File: src/rtl/pc_stack_if.sv
// Control-unit to PC-stage bundle: per-instruction decode in, fetch address and stack status out.
// Master is the control unit; slave is pc_stack_unit.
interface pc_stack_if #(
  parameter int ADDR_W = 32,
  parameter int SP_W   = 4
);
  logic              write_pc;
  logic [1:0]        branch;
  logic              push;
  logic              pop;
  logic              halt;
  logic              cond_en;
  logic              cond_flag;
  logic              target_sel;
  logic [ADDR_W-1:0] reg_target;
  logic [15:0]       imm_offset;
  logic [ADDR_W-1:0] pc;
  logic [SP_W-1:0]   sp;
  logic              stack_full;
  logic              stack_empty;
  logic              stack_err;
  logic              halted;

  modport master (
    output write_pc, branch, push, pop, halt, cond_en, cond_flag,
           target_sel, reg_target, imm_offset,
    input  pc, sp, stack_full, stack_empty, stack_err, halted
  );

  modport slave (
    input  write_pc, branch, push, pop, halt, cond_en, cond_flag,
           target_sel, reg_target, imm_offset,
    output pc, sp, stack_full, stack_empty, stack_err, halted
  );
endinterface

File: src/rtl/pc_stack_unit.sv
// PC register plus return-address stack; one commit per write_pc strobe, result visible next cycle.
// Define PC_STACK_TRAP_EN to redirect stack overflow/underflow to TRAP_VECTOR.
module pc_stack_unit #(
  parameter int                ADDR_W      = 32,
  parameter int                STACK_DEPTH = 8,
  parameter logic [ADDR_W-1:0] RESET_PC    = '0,
  parameter logic [ADDR_W-1:0] TRAP_VECTOR = ADDR_W'(32'h0000_0004)
) (
  input  logic        clk,
  input  logic        rst_n,
  pc_stack_if.slave   bus
);
  localparam int IDX_W = $clog2(STACK_DEPTH);
  localparam int SP_W  = IDX_W + 1;
`ifdef PC_STACK_TRAP_EN
  localparam bit TrapEn = 1'b1;
`else
  localparam bit TrapEn = 1'b0;
`endif

  logic [ADDR_W-1:0] pc_q, pc_d;
  logic [SP_W-1:0]   sp_q, sp_d;
  logic              err_q, err_d;
  logic              halted_q, halted_d;
  logic              push_en;
  logic [ADDR_W-1:0] stack_q [STACK_DEPTH];

  logic              full, empty, taken;
  logic [ADDR_W-1:0] pc_inc, rel_tgt, top_entry;

  assign full      = (sp_q == SP_W'(STACK_DEPTH));
  assign empty     = (sp_q == '0);
  assign pc_inc    = pc_q + ADDR_W'(1);
  assign rel_tgt   = pc_inc + ADDR_W'($signed(bus.imm_offset));
  assign top_entry = stack_q[IDX_W'(sp_q - SP_W'(1))];
  assign taken     = ~bus.cond_en | bus.cond_flag;

  always_comb begin
    pc_d     = pc_q;
    sp_d     = sp_q;
    err_d    = err_q;
    halted_d = halted_q;
    push_en  = 1'b0;
    if (bus.write_pc && !halted_q) begin
      if (bus.halt) begin
        halted_d = 1'b1;
      end else begin
        unique case (bus.branch)
          2'b01: begin
            if (bus.push && !bus.pop) begin
              if (!full) begin
                push_en = 1'b1;
                sp_d    = sp_q + SP_W'(1);
                pc_d    = bus.reg_target;
              end else begin
                err_d = 1'b1;
                pc_d  = TrapEn ? TRAP_VECTOR : bus.reg_target;
              end
            end else if (bus.pop && !bus.push) begin
              if (!empty) begin
                sp_d = sp_q - SP_W'(1);
                pc_d = top_entry;
              end else begin
                err_d = 1'b1;
                pc_d  = TrapEn ? TRAP_VECTOR : pc_inc;
              end
            end else begin
              pc_d = pc_inc;
            end
          end
          2'b10:   pc_d = !taken ? pc_inc : (bus.target_sel ? rel_tgt : bus.reg_target);
          default: pc_d = pc_inc;
        endcase
      end
    end
  end

  always_ff @(posedge clk) begin
    if (!rst_n) begin
      pc_q     <= RESET_PC;
      sp_q     <= '0;
      err_q    <= 1'b0;
      halted_q <= 1'b0;
      for (int i = 0; i < STACK_DEPTH; i++) stack_q[i] <= '0;
    end else begin
      pc_q     <= pc_d;
      sp_q     <= sp_d;
      err_q    <= err_d;
      halted_q <= halted_d;
      if (push_en) stack_q[IDX_W'(sp_q)] <= pc_inc;
    end
  end

  assign bus.pc          = pc_q;
  assign bus.sp          = sp_q;
  assign bus.stack_full  = full;
  assign bus.stack_empty = empty;
  assign bus.stack_err   = err_q;
  assign bus.halted      = halted_q;
endmodule

File: src/flat_wrapper.sv
// flat-port wrapper written by rule: the top's interface ports become plain ports
module pc_stack_unit_flat 
#(
  parameter int                ADDR_W      = 32,
  parameter int                STACK_DEPTH = 8,
  parameter logic [ADDR_W-1:0] RESET_PC    = '0,
  parameter logic [ADDR_W-1:0] TRAP_VECTOR = ADDR_W'(32'h0000_0004)
)
  (clk, rst_n, bus_write_pc, bus_branch, bus_push, bus_pop, bus_halt, bus_cond_en, bus_cond_flag, bus_target_sel, bus_reg_target, bus_imm_offset, bus_pc, bus_sp, bus_stack_full, bus_stack_empty, bus_stack_err, bus_halted);
  pc_stack_if #(.ADDR_W(ADDR_W), .SP_W((4))) bus_i ();
  input  logic clk;
  input  logic rst_n;
  input wire logic [$bits(bus_i.write_pc)-1:0] bus_write_pc;
  input wire logic [$bits(bus_i.branch)-1:0] bus_branch;
  input wire logic [$bits(bus_i.push)-1:0] bus_push;
  input wire logic [$bits(bus_i.pop)-1:0] bus_pop;
  input wire logic [$bits(bus_i.halt)-1:0] bus_halt;
  input wire logic [$bits(bus_i.cond_en)-1:0] bus_cond_en;
  input wire logic [$bits(bus_i.cond_flag)-1:0] bus_cond_flag;
  input wire logic [$bits(bus_i.target_sel)-1:0] bus_target_sel;
  input wire logic [$bits(bus_i.reg_target)-1:0] bus_reg_target;
  input wire logic [$bits(bus_i.imm_offset)-1:0] bus_imm_offset;
  output wire logic [$bits(bus_i.pc)-1:0] bus_pc;
  output wire logic [$bits(bus_i.sp)-1:0] bus_sp;
  output wire logic [$bits(bus_i.stack_full)-1:0] bus_stack_full;
  output wire logic [$bits(bus_i.stack_empty)-1:0] bus_stack_empty;
  output wire logic [$bits(bus_i.stack_err)-1:0] bus_stack_err;
  output wire logic [$bits(bus_i.halted)-1:0] bus_halted;
  assign bus_i.write_pc = bus_write_pc;
  assign bus_i.branch = bus_branch;
  assign bus_i.push = bus_push;
  assign bus_i.pop = bus_pop;
  assign bus_i.halt = bus_halt;
  assign bus_i.cond_en = bus_cond_en;
  assign bus_i.cond_flag = bus_cond_flag;
  assign bus_i.target_sel = bus_target_sel;
  assign bus_i.reg_target = bus_reg_target;
  assign bus_i.imm_offset = bus_imm_offset;
  assign bus_pc = bus_i.pc;
  assign bus_sp = bus_i.sp;
  assign bus_stack_full = bus_i.stack_full;
  assign bus_stack_empty = bus_i.stack_empty;
  assign bus_stack_err = bus_i.stack_err;
  assign bus_halted = bus_i.halted;
  pc_stack_unit #(.ADDR_W(ADDR_W), .STACK_DEPTH(STACK_DEPTH), .RESET_PC(RESET_PC), .TRAP_VECTOR(TRAP_VECTOR)) u_core (.clk(clk), .rst_n(rst_n), .bus(bus_i));
endmodule
File: config.mk
export PLATFORM = sky130hd
export DESIGN_NAME = pc_stack_unit_flat
export DESIGN_NICKNAME = d
export VERILOG_FILES = /design/src/rtl/pc_stack_if.sv /design/src/rtl/pc_stack_unit.sv /design/src/flat_wrapper.sv
export SDC_FILE = /design/constraint.sdc
export NUM_CORES = 1
export LEC_CHECK = 0
export BUFFER_PORTS_ARGS = -buffer_cell sky130_fd_sc_hd__buf_4
export CAP_MARGIN = 40
export CORE_MARGIN = 2
export CORE_UTILIZATION = 30
export DETAILED_ROUTE_END_ITERATION = 7
export GPL_TIMING_DRIVEN = 0
export PLACE_DENSITY_LB_ADDON = 0.25
export SLEW_MARGIN = 20
export SYNTH_ARGS = -nofsm -noshare
export SYNTH_HDL_FRONTEND = slang
export SYNTH_SLANG_ARGS = --single-unit
File: constraint.sdc
create_clock -name clk -period 9.2 [get_ports clk]
set_clock_uncertainty 0.2 [all_clocks]
set_input_delay 0.46 -clock clk [delete_from_list [all_inputs] [get_ports clk]]
set_output_delay 0.46 -clock clk [all_outputs]
set_load 0.05 [all_outputs]
==> metrics.txt <==
critical path required time 9490 ps; Finish-stage setup viols 0; GRT Resource Usage Total 21.23%; routed wire length 61.31 mm; drt first pass iters 5; Final period util 57.26%; TritonCTS Buffers 30; Seq pwr share 47.9%; CTS tree done; DRT iter0 DRCs 1243; core area 54990 um^2; Die Span X 239.8 um; setup TNS 0 ps; relative slew slack 40.05%; crit end category flop; area grow syn2layout 17.90%; leakage 7.223 nW; die area 57500 um^2; slowest stage delay, CP 530 ps; delay-heaviest family, CP compound AO/OA/AOI/OAI gates; RSZ-0062 raised after global routing false; net count after synthesis 1646; Worst Hold End u_core.bus.pc[16]; port bufs 98; R2R Path End u_core.bus.pc[31]; Mapped Cells 1541; Synth Cell Area 16680 um^2; switching power 0.8581 mW; register area 8448 um^2; post-route insts no fill 2470; Initial Util 30.33%; Worst setup SP type flop; crit path kind reg2reg; Seq cells post-synth 294; Max-cap violations 0; Clk network pwr share 37.6%; ys flop type edfxtp_1; drt drc 0; H-tree level count 1; Seq/Total Area, Yosys 50.65%; combinational share of power 14.5%; antenna cell count 0; Die Ht 239.8 um; Avg Cell Area, Syn 10.82 um^2; buffers plus inverters on the worst setup path 3; CP cell instances ha_1 > and4_1 > nand3_4 > or2_4 > nor3_2 > xnor2_1 > clkbuf_1 > inv_1 > ha_1 > buf_2 > a21o_1 > a21o_1 > a21o_1 > a221o_1 > a31oi_2 > xnor2_1 > mux2_1 > o32ai_2; Async SR Flop Fraction 0%; antenna violations before repair 0; HP Class in2reg; number of library cell types mapped by synthesis 84; Post-Place Worst Slack 3999 ps; Hold Path Origin bus_reg_target[16]; Slowest-stage cell, CP clkbuf_1; CP max FO 10; placed insts 2407; Int Power 2.315 mW; Max clock buf depth 3; Synth area leaders edfxtp_1, mux4_2, nor2_1, dfxtp_1, ha_1; layout cell share with drive strength beyond 1 17.42%; Net Sw Frac 27.04%; f_max 0.1898 GHz; worst slew pin tran 897.3 ps; I/O pins 99; r2r setup slk 3930 ps; Post-synth EDFFs 256; worst r2r src u_core.bus.pc[0]; HPWL Detailed 46.08 mm; worst IR drop on VDD 0.1258 mV; outcome completed; grt total ovfl 0; Ys Warns 0; RD Place Congestion 0.9601; final-report hold violation count 0; vias per cell 5.360; post-route setup slack 3932 ps; DR WL/cell 24.82 um; nets 1807; Period minus WS final 5268 ps; Setup Buffers After CTS 0; Reg2Reg Depth 18; CTS sink cnt 294; most frequent CP cell a21o_1; worst skew pair latency 570 ps; vias post-DR 13239; first-pass GRT wire length 89.53 mm; area of the multi-input gates 7555 um^2; power per cell area 161.4 nW/um^2; Hold Path Depth 3; clock root buffer clkbuf_16; Slew Limit Fails 0; dominant cell type by area after synthesis edfxtp_1; Worst Path Arrival 5560 ps; vias in the first global route 13152; clock-pin slew on the worst setup and hold paths 70 ps; FP Rows 86; share of the synthesized area in the top cell type 46.09%; Final ANT Viol Nets 0; FILL cells 5515; pin count of the biggest net entering global routing 24
-- per-layer routing --
metal | vias to the layer above | wire length (um) | share of wire (%) | track usage [%]
li1 | 5999 | - | - | -
met3 | 104 | 4105 | 6.7 | 2.605
met5 | - | 0 | 0 | 0
met2 | 565 | 29830 | 49 | 36.23
met4 | 0 | 2239 | 3.7 | 8.163
met1 | 6571 | 25140 | 41 | 27.46
-- Yosys cell counts (all sizes together) (4+ instances only) --
cell,count
nor4,6
a31oi,7
and3,13
ha,45
o31ai,5
nor3,16
nand4,10
mux2,6
o211ai,12
and2,12
nand2b,4
o221ai,12
and4,9
a21boi,4
a211oi,25
xor2,29
a21oi,103
nor2,302
o22ai,4
a211o,4
mux2i,32
xnor2,29
a221o,4
a221oi,14
o21ai,86
inv,49
edfxtp,256
o21a,9
buf,36
nand3,30
dfxtp,38
a21o,9
nor2b,23
clkbuf,78
nand2,110
mux4,64
-- timing repair --
item	CTS	global route
gates resized for setup	0	0
endpoints found under the hold margin	4	0
hold buffers	5	0
-- stage by stage --
step / instance area, um^2 / hold WS (ps) / power (mW) / utilization [%]
2_1_floorplan: 16680 / 422.7 / 1.812 / -
3_3_place_gp: 18350 / 304.4 / 1.985 / 33.37
3_5_place_dp: 18640 / 305.5 / 1.998 / 33.89
4_1_cts: 19620 / 0.6167 / 3.185 / 35.67
5_1_grt: 19660 / 43.73 / 3.280 / 35.76
6_report: 19660 / 27.61 / 3.173 / 35.76
-- sequential cells by signal, summed over array words and instances (netlist names) --
register              flops
u_core.bus.pc            32
u_core.bus.sp             4
u_core.bus.stack_err      1
u_core.stack_q          256
u_core.bus.halted         1
-- cell type report --
class / count / area share [%]
plain buffers: 114 / 2.583
clock buffers: 37 / 4.060
clock inverters: 15 / 0.6617
inverters: 50 / 0.9544
multi-input cells: 1083 / 38.42
flip-flops and latches: 294 / 42.96
well taps: 748 / 4.759
repair buffers: 129 / 5.599
-- cell families after synthesis --
group / count (synthesis) / synth area share [%]
AND/OR/NAND/NOR: 548 / 14.84
multiplexers: 102 / 10.97
buffers and inverters: 164 / 4.171
adder cells (fa/ha/maj): 46 / 3.496
flip-flops: 294 / 50.65
AO/OA/AOI/OAI: 329 / 12.67
XOR/XNOR: 58 / 3.203
-- power groups by stage --
stage / registers [mW] / logic, mW / clock network (mW)
final: 1.52 / 0.462 / 1.19
after global routing: 1.52 / 0.493 / 1.26
after CTS: 1.52 / 0.455 / 1.21
after detailed placement: 1.55 / 0.451 / 0
after global placement: 1.55 / 0.437 / 0
after floorplan: 1.57 / 0.244 / 0
-- cells in the final DEF (no fill, tap or decap), types with 6 or more instances in the layout --
cell,n
nand4_1,10
o221ai_1,12
buf_2,26
clkinv_1,6
edfxtp_1,256
buf_6,7
nand2_1,102
and2_1,11
dfxtp_1,38
a211oi_1,24
nand3_1,27
buf_12,6
a31oi_1,6
a21oi_1,102
and3_1,12
clkbuf_1,84
nor2b_1,23
nor2_1,301
inv_1,48
mux4_2,64
nand2_2,8
o211ai_1,12
a21o_1,9
o21ai_0,81
xnor2_1,27
nor3_1,13
xor2_1,29
a221oi_1,14
o21a_1,9
ha_1,45
clkbuf_16,31
and4_1,9
buf_4,111
mux2i_1,32
-- how the worst max path moves through the flow --
| stage | from | to | slack [ps] | depth (start not counted) |
|---|---|---|---|---|
| after floorplan | u_core.bus.pc[0] | u_core.bus.pc[31] | 4460 | 18 |
| after global placement | u_core.bus.sp[0] | u_core.stack_q[1][6] | 3480 | 12 |
| after detailed placement | u_core.bus.pc[0] | u_core.bus.pc[31] | 4000 | 18 |
| after CTS | u_core.bus.pc[0] | u_core.bus.pc[31] | 3940 | 18 |
| after global routing | u_core.bus.pc[0] | u_core.bus.pc[31] | 3620 | 18 |
| final | u_core.bus.pc[0] | u_core.bus.pc[31] | 3930 | 18 |
-- tightest hold or removal path, stage by stage --
cell      delay (ps)
buf_4            100
a221oi_1          70
a21oi_1          120
Power figures use the tool's default switching activity.
